**config.mk**
```make
export PLATFORM = sky130hd
export DESIGN_NAME = cluster_sum_accumulator
export DESIGN_NICKNAME = d
export VERILOG_FILES = /design/src/rtl/cluster_acc_pkg.sv /design/src/rtl/acc_adder64.sv /design/src/rtl/cluster_sum_accumulator.sv
export SDC_FILE = /design/constraint.sdc
export NUM_CORES = 1
export LEC_CHECK = 0
export ABC_AREA = 1
export CORE_MARGIN = 10
export CORE_UTILIZATION = 29
export CTS_CLUSTER_DIAMETER = 80
export CTS_CLUSTER_SIZE = 40
export DETAILED_ROUTE_END_ITERATION = 8
export PLACE_DENSITY_LB_ADDON = 0.25
export SLEW_MARGIN = 20
export SYNTH_ARGS = -nofsm -noshare
export SYNTH_HDL_FRONTEND = slang
export SYNTH_SLANG_ARGS = --single-unit
```
**constraint.sdc**
```tcl
create_clock -name clk -period 26.2 [get_ports clk]
set_clock_uncertainty 0.2 [all_clocks]
set_input_delay 3.93 -clock clk [delete_from_list [all_inputs] [get_ports clk]]
set_output_delay 3.93 -clock clk [all_outputs]
set_load 0.03 [all_outputs]
```
**src/rtl/cluster_acc_pkg.sv**
```systemverilog
`default_nettype none
// ============================================================================
// Module      : cluster_acc_pkg
// Description : Shared types and default constants for the cluster sum
//               accumulator (FSM state encoding, default geometry).
// Revision    : 1.0  initial release
// ============================================================================
package cluster_acc_pkg;

    localparam int c_default_num_clusters = 4;
    localparam int c_default_data_w       = 64;
    localparam int c_default_cnt_w        = 32;

    // ACCUM: samples are summed into clusters; DRAIN: clusters are emitted
    typedef enum logic [0:0] {
        ACCUM = 1'b0,
        DRAIN = 1'b1
    } acc_state_t;

endpackage
`default_nettype wire

```
**src/rtl/acc_adder64.sv**
```systemverilog
`default_nettype none
// ============================================================================
// Module      : acc_adder64
// Description : WIDTH-bit adder with carry-in and carry-out, shared by all
//               cluster accumulators.
// Revision    : 1.0  initial release
// ============================================================================
module acc_adder64 #(
    parameter int WIDTH = 64
) (
    input  logic [WIDTH-1:0] a,
    input  logic [WIDTH-1:0] b,
    input  logic             cin,
    output logic [WIDTH-1:0] sum,
    output logic             cout
);

    // One extra bit on the operands captures the carry-out
    assign {cout, sum} = {1'b0, a} + {1'b0, b} + {{WIDTH{1'b0}}, cin};

endmodule
`default_nettype wire

```
**src/rtl/cluster_sum_accumulator.sv**
```systemverilog
`default_nettype none
// ============================================================================
// Module      : cluster_sum_accumulator
// Description : Per-cluster sum and sample-count accumulators. Samples are
//               accumulated while in ACCUM; a flush switches to DRAIN, which
//               emits every cluster in ascending order over a valid/ready
//               handshake and clears all accumulators on the final one.
//               Optional macro CLUSTER_ACC_OVF_EN enables the sticky
//               overflow flag (sum carry-out or count wrap).
// Revision    : 1.0  initial release
// ============================================================================
module cluster_sum_accumulator
    import cluster_acc_pkg::*;
#(
    parameter int NUM_CLUSTERS = c_default_num_clusters,
    parameter int DATA_W       = c_default_data_w,
    parameter int CNT_W        = c_default_cnt_w
) (
    input  logic                            clk,
    input  logic                            rst,
    input  logic                            in_valid,
    output logic                            in_ready,
    input  logic [DATA_W-1:0]               in_data,
    input  logic [$clog2(NUM_CLUSTERS)-1:0] in_cluster,
    input  logic                            flush,
    output logic                            out_valid,
    input  logic                            out_ready,
    output logic [$clog2(NUM_CLUSTERS)-1:0] out_cluster,
    output logic [DATA_W-1:0]               out_sum,
    output logic [CNT_W-1:0]                out_count,
    output logic                            out_last,
    output logic                            ovf
);

    localparam int                 c_idx_w    = $clog2(NUM_CLUSTERS);
    localparam logic [c_idx_w-1:0] c_last_idx = c_idx_w'(NUM_CLUSTERS - 1);

    acc_state_t          r_state;
    logic [c_idx_w-1:0]  r_idx;
    logic                r_in_ready;
    logic                r_out_valid;
    logic [DATA_W-1:0]   r_sum   [NUM_CLUSTERS];
    logic [CNT_W-1:0]    r_count [NUM_CLUSTERS];

    logic                w_accept;
    logic                w_out_fire;
    logic                w_drain_done;
    logic [DATA_W-1:0]   w_sum_cur;
    logic [DATA_W-1:0]   w_sum_nxt;
    logic [CNT_W-1:0]    w_cnt_cur;
    logic [CNT_W-1:0]    w_cnt_nxt;

    assign w_accept     = in_valid && r_in_ready;
    assign w_out_fire   = r_out_valid && out_ready;
    assign w_drain_done = w_out_fire && (r_idx == c_last_idx);

    // Only the addressed cluster feeds the single shared adder
    assign w_sum_cur = r_sum[in_cluster];
    assign w_cnt_cur = r_count[in_cluster];
    assign w_cnt_nxt = w_cnt_cur + CNT_W'(1);

`ifdef CLUSTER_ACC_OVF_EN
    logic w_cout;
    logic r_ovf;

    acc_adder64 #(
        .WIDTH (DATA_W)
    ) u_adder (
        .a    (w_sum_cur),
        .b    (in_data),
        .cin  (1'b0),
        .sum  (w_sum_nxt),
        .cout (w_cout)
    );

    // Sticky overflow: set on sum carry-out or count wrap, cleared by reset or drain end
    always_ff @(posedge clk) begin
        if (rst || w_drain_done) begin
            r_ovf <= 1'b0;
        end else if (w_accept && (w_cout || (&w_cnt_cur))) begin
            r_ovf <= 1'b1;
        end
    end

    assign ovf = r_ovf;
`else
    // Carry-out is not observed when overflow detection is compiled out
    logic w_unused_cout;

    acc_adder64 #(
        .WIDTH (DATA_W)
    ) u_adder (
        .a    (w_sum_cur),
        .b    (in_data),
        .cin  (1'b0),
        .sum  (w_sum_nxt),
        .cout (w_unused_cout)
    );

    assign ovf = 1'b0;
`endif

    // Cluster storage: accumulate accepted samples, clear on reset or drain end
    always_ff @(posedge clk) begin
        if (rst || w_drain_done) begin
            for (int i = 0; i < NUM_CLUSTERS; i++) begin
                r_sum[i]   <= '0;
                r_count[i] <= '0;
            end
        end else if (w_accept) begin
            r_sum[in_cluster]   <= w_sum_nxt;
            r_count[in_cluster] <= w_cnt_nxt;
        end
    end

    // Control FSM: ACCUM until flush, then walk every cluster in DRAIN
    always_ff @(posedge clk) begin
        if (rst) begin
            r_state     <= ACCUM;
            r_idx       <= '0;
            r_in_ready  <= 1'b1;
            r_out_valid <= 1'b0;
        end else begin
            case (r_state)
                ACCUM: begin
                    if (flush) begin
                        r_state     <= DRAIN;
                        r_idx       <= '0;
                        r_in_ready  <= 1'b0;
                        r_out_valid <= 1'b1;
                    end
                end
                DRAIN: begin
                    if (w_out_fire) begin
                        if (r_idx == c_last_idx) begin
                            r_state     <= ACCUM;
                            r_idx       <= '0;
                            r_in_ready  <= 1'b1;
                            r_out_valid <= 1'b0;
                        end else begin
                            r_idx <= r_idx + c_idx_w'(1);
                        end
                    end
                end
                default: begin
                    r_state     <= ACCUM;
                    r_idx       <= '0;
                    r_in_ready  <= 1'b1;
                    r_out_valid <= 1'b0;
                end
            endcase
        end
    end

    // Result path is driven from the drain index and held while stalled
    assign in_ready    = r_in_ready;
    assign out_valid   = r_out_valid;
    assign out_cluster = r_idx;
    assign out_sum     = r_out_valid ? r_sum[r_idx]   : '0;
    assign out_count   = r_out_valid ? r_count[r_idx] : '0;
    assign out_last    = r_out_valid && (r_idx == c_last_idx);

endmodule
`default_nettype wire

```
==> qor.yml, run 1 <==
grt_pass1_wl_um: 144000
internal-power_mw: 1.07
grt_max_degree: 131
cts-root-buf: "clkbuf_16"
ys_async_sr_fraction: 0
grt_pass1_vias: 23786
drive_gt1_frac: 0.0404
numCtsBuffers: 30
antenna_cells: 0
drt_iter0_markers: 2168
syn_nets: 3952
synth_cells: 3815
min_path_type: "reg -> reg"
routed_wl_um: 95600
status: "completed"
drc_errors: 0
synth_cell_types: 42
post-place-ws_ps: 17420
worstMarginPinSlew_ps: 1130
crit_fanout: 77
peakVddDrop_mv: 0.0516
layout.nets: 3999
worstSetupEndpointType: "primary output"
slew_viol_final: 0
initial_utilization: 0.292
antenna_found_initial: 1
p_comb_frac: 0.231
synth_area_um2: 26800
ys_warn_count: 0
p_leak_nw: 13.0
cts_buffer_depth: 3
cts_sinks: 391
synth_edf_count: 384
placed_cells: 5016
p_per_area_nw_per_um2: 53.5
layout_common_cells: "nor2_1 (951), nand2_1 (858), inv_1 (487), edfxtp_1 (384), o21ai_0 (323)"
p_seq_frac: 0.454
maxCapViolations: 0
slowest_delay_ps: 860
finalHoldViolations: 0
whs_ps: 297
netSwitchingFraction: 0.346
cp_top_family: "buffers and inverters"
cts_tree: "built"
mostFrequentLayoutCell: "nor2_1"
critPathBufInv: 3
finalCritPeriodShare: 0.330
die_y_um: 324
required_ps: 22070
setup-violations-final: 0
tns_ps: 0
synth_top_area_frac: 0.431
via_per_inst: 4.87
crit_arrival_ps: 4510
maxClockFrequency_mhz: 116
firstDrtPassIters: 5
area_growth_syn_to_layout_pct: 13.7
clkTransAtPathRegs_ps: 90
port_buffers: 171
ys_seq_elements: 391
relSlewSlack: 0.248
cts_resized: 0
postCtsHoldBufs: 0
min_period_ps: 8640
dpl.hpwl_um: 65400
num_vias: 24676
num_rows: 111
synth_largest_area_cell: "edfxtp_1"
rsz0062_at_grt: "false"
yosysSeqAreaShare: 0.436
die_width_um: 324
ys.flop_type: "edfxtp_1"
htreeDepth: 1
fin_ws_ps: 17560
power_frac_clock: 0.315
cp_slowest_cell: "buf_4"
clk_latency_ps: 650
cts_setup_buffers: 0
io_pins: 173
stdcell_count: 5072
grt_use_total: 0.177
start_kind: "flop"
dieArea_um2: 105000
p_sw_mw: 0.563
post_synth.cell_area_avg_um2: 7.01
overflow: 0
design.core.area_um2: 91700
setup.worst_path.class: "reg -> out"
yosys-top-cells-area: "edfxtp_1 (43%), nor2_1 (13%), nand2_1 (12%), inv_1 (6.8%), o21ai_0 (6.0%)"
wire_per_inst_um: 18.9
ant_nets: 0
gp_congestion: 0.971
worstPathCellList: "buf_4 -> buf_4 -> nor2_1 -> nor2_1 -> o21ai_0 -> a21oi_1 -> clkdlybuf4s50_1"
-- synth_stat cells (all sizes together) (2+ instances only) --
library cell  number
a21oi            166
a32oi              2
and2              14
buf               58
clkbuf           120
clkinv             2
dfxtp              7
edfxtp           384
ha                65
inv              499
nand2            887
nand3            159
nand3b            20
nand4              9
nor2             974
nor3              29
o211ai            12
o21ai            333
o21bai             3
o22ai             62
-- worst register-to-register path, delay by kind of cell (launching register included) --
family / cells / cell delay (ps)
buffers and inverters: 3 / 1290
and+or+nand+nor: 6 / 2290
adders and majority gates: 1 / 220
DFF: 1 / 340
-- stage by stage --
stage	util	cell area (um2)	power, mW
2_1_floorplan	-	26800	1.00
3_3_place_gp	0.320	29400	1.13
3_5_place_dp	0.320	29400	1.13
4_1_cts	0.332	30400	1.64
5_1_grt	0.332	30400	1.70
6_report	0.332	30400	1.63
-- path summary, 6_finish.rpt --
path                  start           end  slack (ps)  cells past startpoint
max                    flop    out_sum[7]       17560                      7
min                 r_state       r_state         300                      2
max reg2reg  out_cluster[0]  r_sum[2][34]       21460                     10
min reg2reg         r_state       r_state         300                      2
-- routing by layer --
metal	global-route usage	up-vias	routed length (um)
met4	0.0377	0	1830
met1	0.236	11608	43000
met2	0.302	689	45200
met3	0.0222	98	5590
li1	-	12281	-
met5	0	-	0
-- state kept, by name, summed over array words and instances (netlist names), named ones only --
register / flops
out_valid: 1
in_ready: 1
r_sum: 256
r_state: 1
out_cluster: 2
r_count: 128
-- logic make-up after synthesis --
kind of cell | after synthesis | share of synthesized area
buffers and inverters | 679 | 0.102
AOI/OAI and AO/OA | 581 | 0.114
adders and majority gates | 66 | 0.0311
xor gates and xnor gates | 2 | 0.000655
other | 1 | 0.000140
and+or+nand+nor | 2095 | 0.316
DFF | 391 | 0.436
-- cell type report --
type | instances | area, um2
Clock buffer | 31 | 754
Clock inverter | 25 | 309
Fill cell | 9837 | 61200
Inverter | 501 | 1900
Multi-Input combinational cell | 2745 | 12400
Sequential cell | 391 | 11700
Tap cell | 1186 | 1480
Timing Repair Buffer | 193 | 1900
-- power by group through the flow --
stage          logic [mW]  registers [mW]  clock network [mW]
6_report            0.377           0.739               0.513
3_5_place_dp        0.376           0.752                   0
5_1_grt             0.421           0.743               0.541
3_3_place_gp        0.375           0.752                   0
4_1_cts             0.378           0.738               0.523
2_1_floorplan       0.249           0.752                   0
(Power assumes the default switching activity.)
==> run 2: changes to the inputs <==
clock period = 8.1 ns   (was 26.2 ns; I/O delays follow)
==> run 2 against run 1 <==
  * Cell count is essentially flat
  * Register-to-register slack got worse by 18000 ps
  * Die area is the same
  * Sequential power rose to 3.2 times the previous value
  * Critical path depth shrank 2
  * Flip-flop and latch count unchanged
  * Worst setup slack got worse by 15000 ps
  * Sequential share of layout area shrank 0.11 points
  * Largest cell class unchanged
==> qor.yml, run 2 (same netlist as run 1, synthesis figures left out) <==
status: "completed"
worstSetupEndpointType: "primary output"
p_leak_nw: 13.0
cts_sinks: 391
required_ps: 6680
min_period_ps: 5710
htreeDepth: 1
largest_register: "r_sum"
gp_congestion: 0.951
grt_pass1_vias: 23492
cts_tree: "built"
p_per_area_nw_per_um2: 174
fin_util: 0.333
grt_max_degree: 131
peakVddDrop_mv: 0.174
drive_gt1_frac: 0.0412
clk_latency_ps: 650
cts-root-buf: "clkbuf_16"
die_y_um: 324
fillers: 9774
wire_per_inst_um: 19.0
total_power_mw: 5.32
worstMarginPinSlew_ps: 1070
routed_wl_um: 96300
dpl_cell_area_um2: 29400
postCtsHoldBufs: 0
crit_fanout: 130
design.core.area_um2: 91700
crit_arrival_ps: 4300
antenna_found_initial: 0
drc_errors: 0
start_kind: "flop"
io_pins: 173
largest_reg_flops: 256
overflow: 0
dieArea_um2: 105000
maxClockFrequency_mhz: 175
area_growth_syn_to_layout_pct: 14.1
min_path_type: "reg -> reg"
hp-start: "r_state"
cts_buffer_depth: 3
tns_ps: 0
grt_use_total: 0.177
layout.nets: 4001
via_per_inst: 4.93
setup-violations-final: 0
firstDrtPassIters: 6
initial_utilization: 0.292
port_buffers: 171
grt_pass1_wl_um: 143000
relSlewSlack: 0.284
dpl.hpwl_um: 64800
fin_area_um2: 30500
layout_common_cells: "nor2_1 (951), nand2_1 (858), inv_1 (487), edfxtp_1 (384), o21ai_0 (323)"
num_rows: 111
clkTransAtPathRegs_ps: 100
finalHoldViolations: 0
num_vias: 24990
ant_nets: 0
cts_setup_buffers: 0
rsz0062_at_grt: "false"
die_width_um: 324
drt_iter0_markers: 2385
antenna_cells: 0
maxCapViolations: 0
mostFrequentLayoutCell: "nor2_1"
finalCritPeriodShare: 0.705
cts_resized: 0
setup.worst_path.class: "reg -> out"
r2r-start: "out_cluster[0]"
slew_viol_final: 0
numCtsBuffers: 29
==> run 2: cell types whose count changed in the layout (fill, tap and decap cells not counted), sizes merged <==
cell	before	now
buf	24	27
clkinv	9	7
bufinv	0	1
clkbuf	31	30
clkinvlp	2	1
inv	515	516
==> run 2: report_power, final <==
group          internal, mW  switching (mW)
combinational         0.361           0.862
clock                 0.778           0.926
sequential             2.34          0.0526
==> run 2: per-layer routing <==
| layer | up-vias | part of all wire | global-route usage | wire, um |
|---|---|---|---|---|
| met3 | 107 | 0.062 | 0.0227 | 5970 |
| met5 | - | 0 | 0 | 0 |
| met1 | 11766 | 0.45 | 0.242 | 43800 |
| li1 | 12307 | - | - | - |
| met2 | 810 | 0.46 | 0.292 | 43900 |
| met4 | 0 | 0.028 | 0.0484 | 2660 |
==> run 2: cell type report <==
cell class / count / area [um2] / area share
Clock buffer: 30 / 729 / 0.0239
Clock inverter: 24 / 382 / 0.0125
Inverter: 501 / 1900 / 0.0621
Multi-Input combinational cell: 2745 / 12400 / 0.407
Sequential cell: 391 / 11700 / 0.383
Tap cell: 1186 / 1480 / 0.0486
Timing Repair Buffer: 196 / 1940 / 0.0634
==> run 2: worst max-delay path: stages, from the launching register on <==
cell             delay (ps)
dfxtp_4                 520
inv_6                   750
buf_4                   740
o21ai_0                 220
a21oi_1                 570
clkdlybuf4s50_1         790
==> run 2: through the flow <==
| step | cells | worst slack (ps) | hold WS [ps] |
|---|---|---|---|
| global placement | 5019 | 2550 | 281 |
| finish | 5073 | 2390 | 297 |
| floorplan | 3815 | 996 | 255 |
| global route | 5073 | 2210 | 339 |
| detailed placement | 5019 | 2540 | 282 |
| CTS | 5073 | 2210 | 301 |
==> run 2: path summary, 6_finish.rpt <==
kind,cells past startpoint,slack [ps],endpoint
worst max register to register,11,3680,r_sum[1][12]
worst min-delay path,2,300,r_state
worst max-delay path,5,2390,out_sum[58]
worst min register to register,2,300,r_state
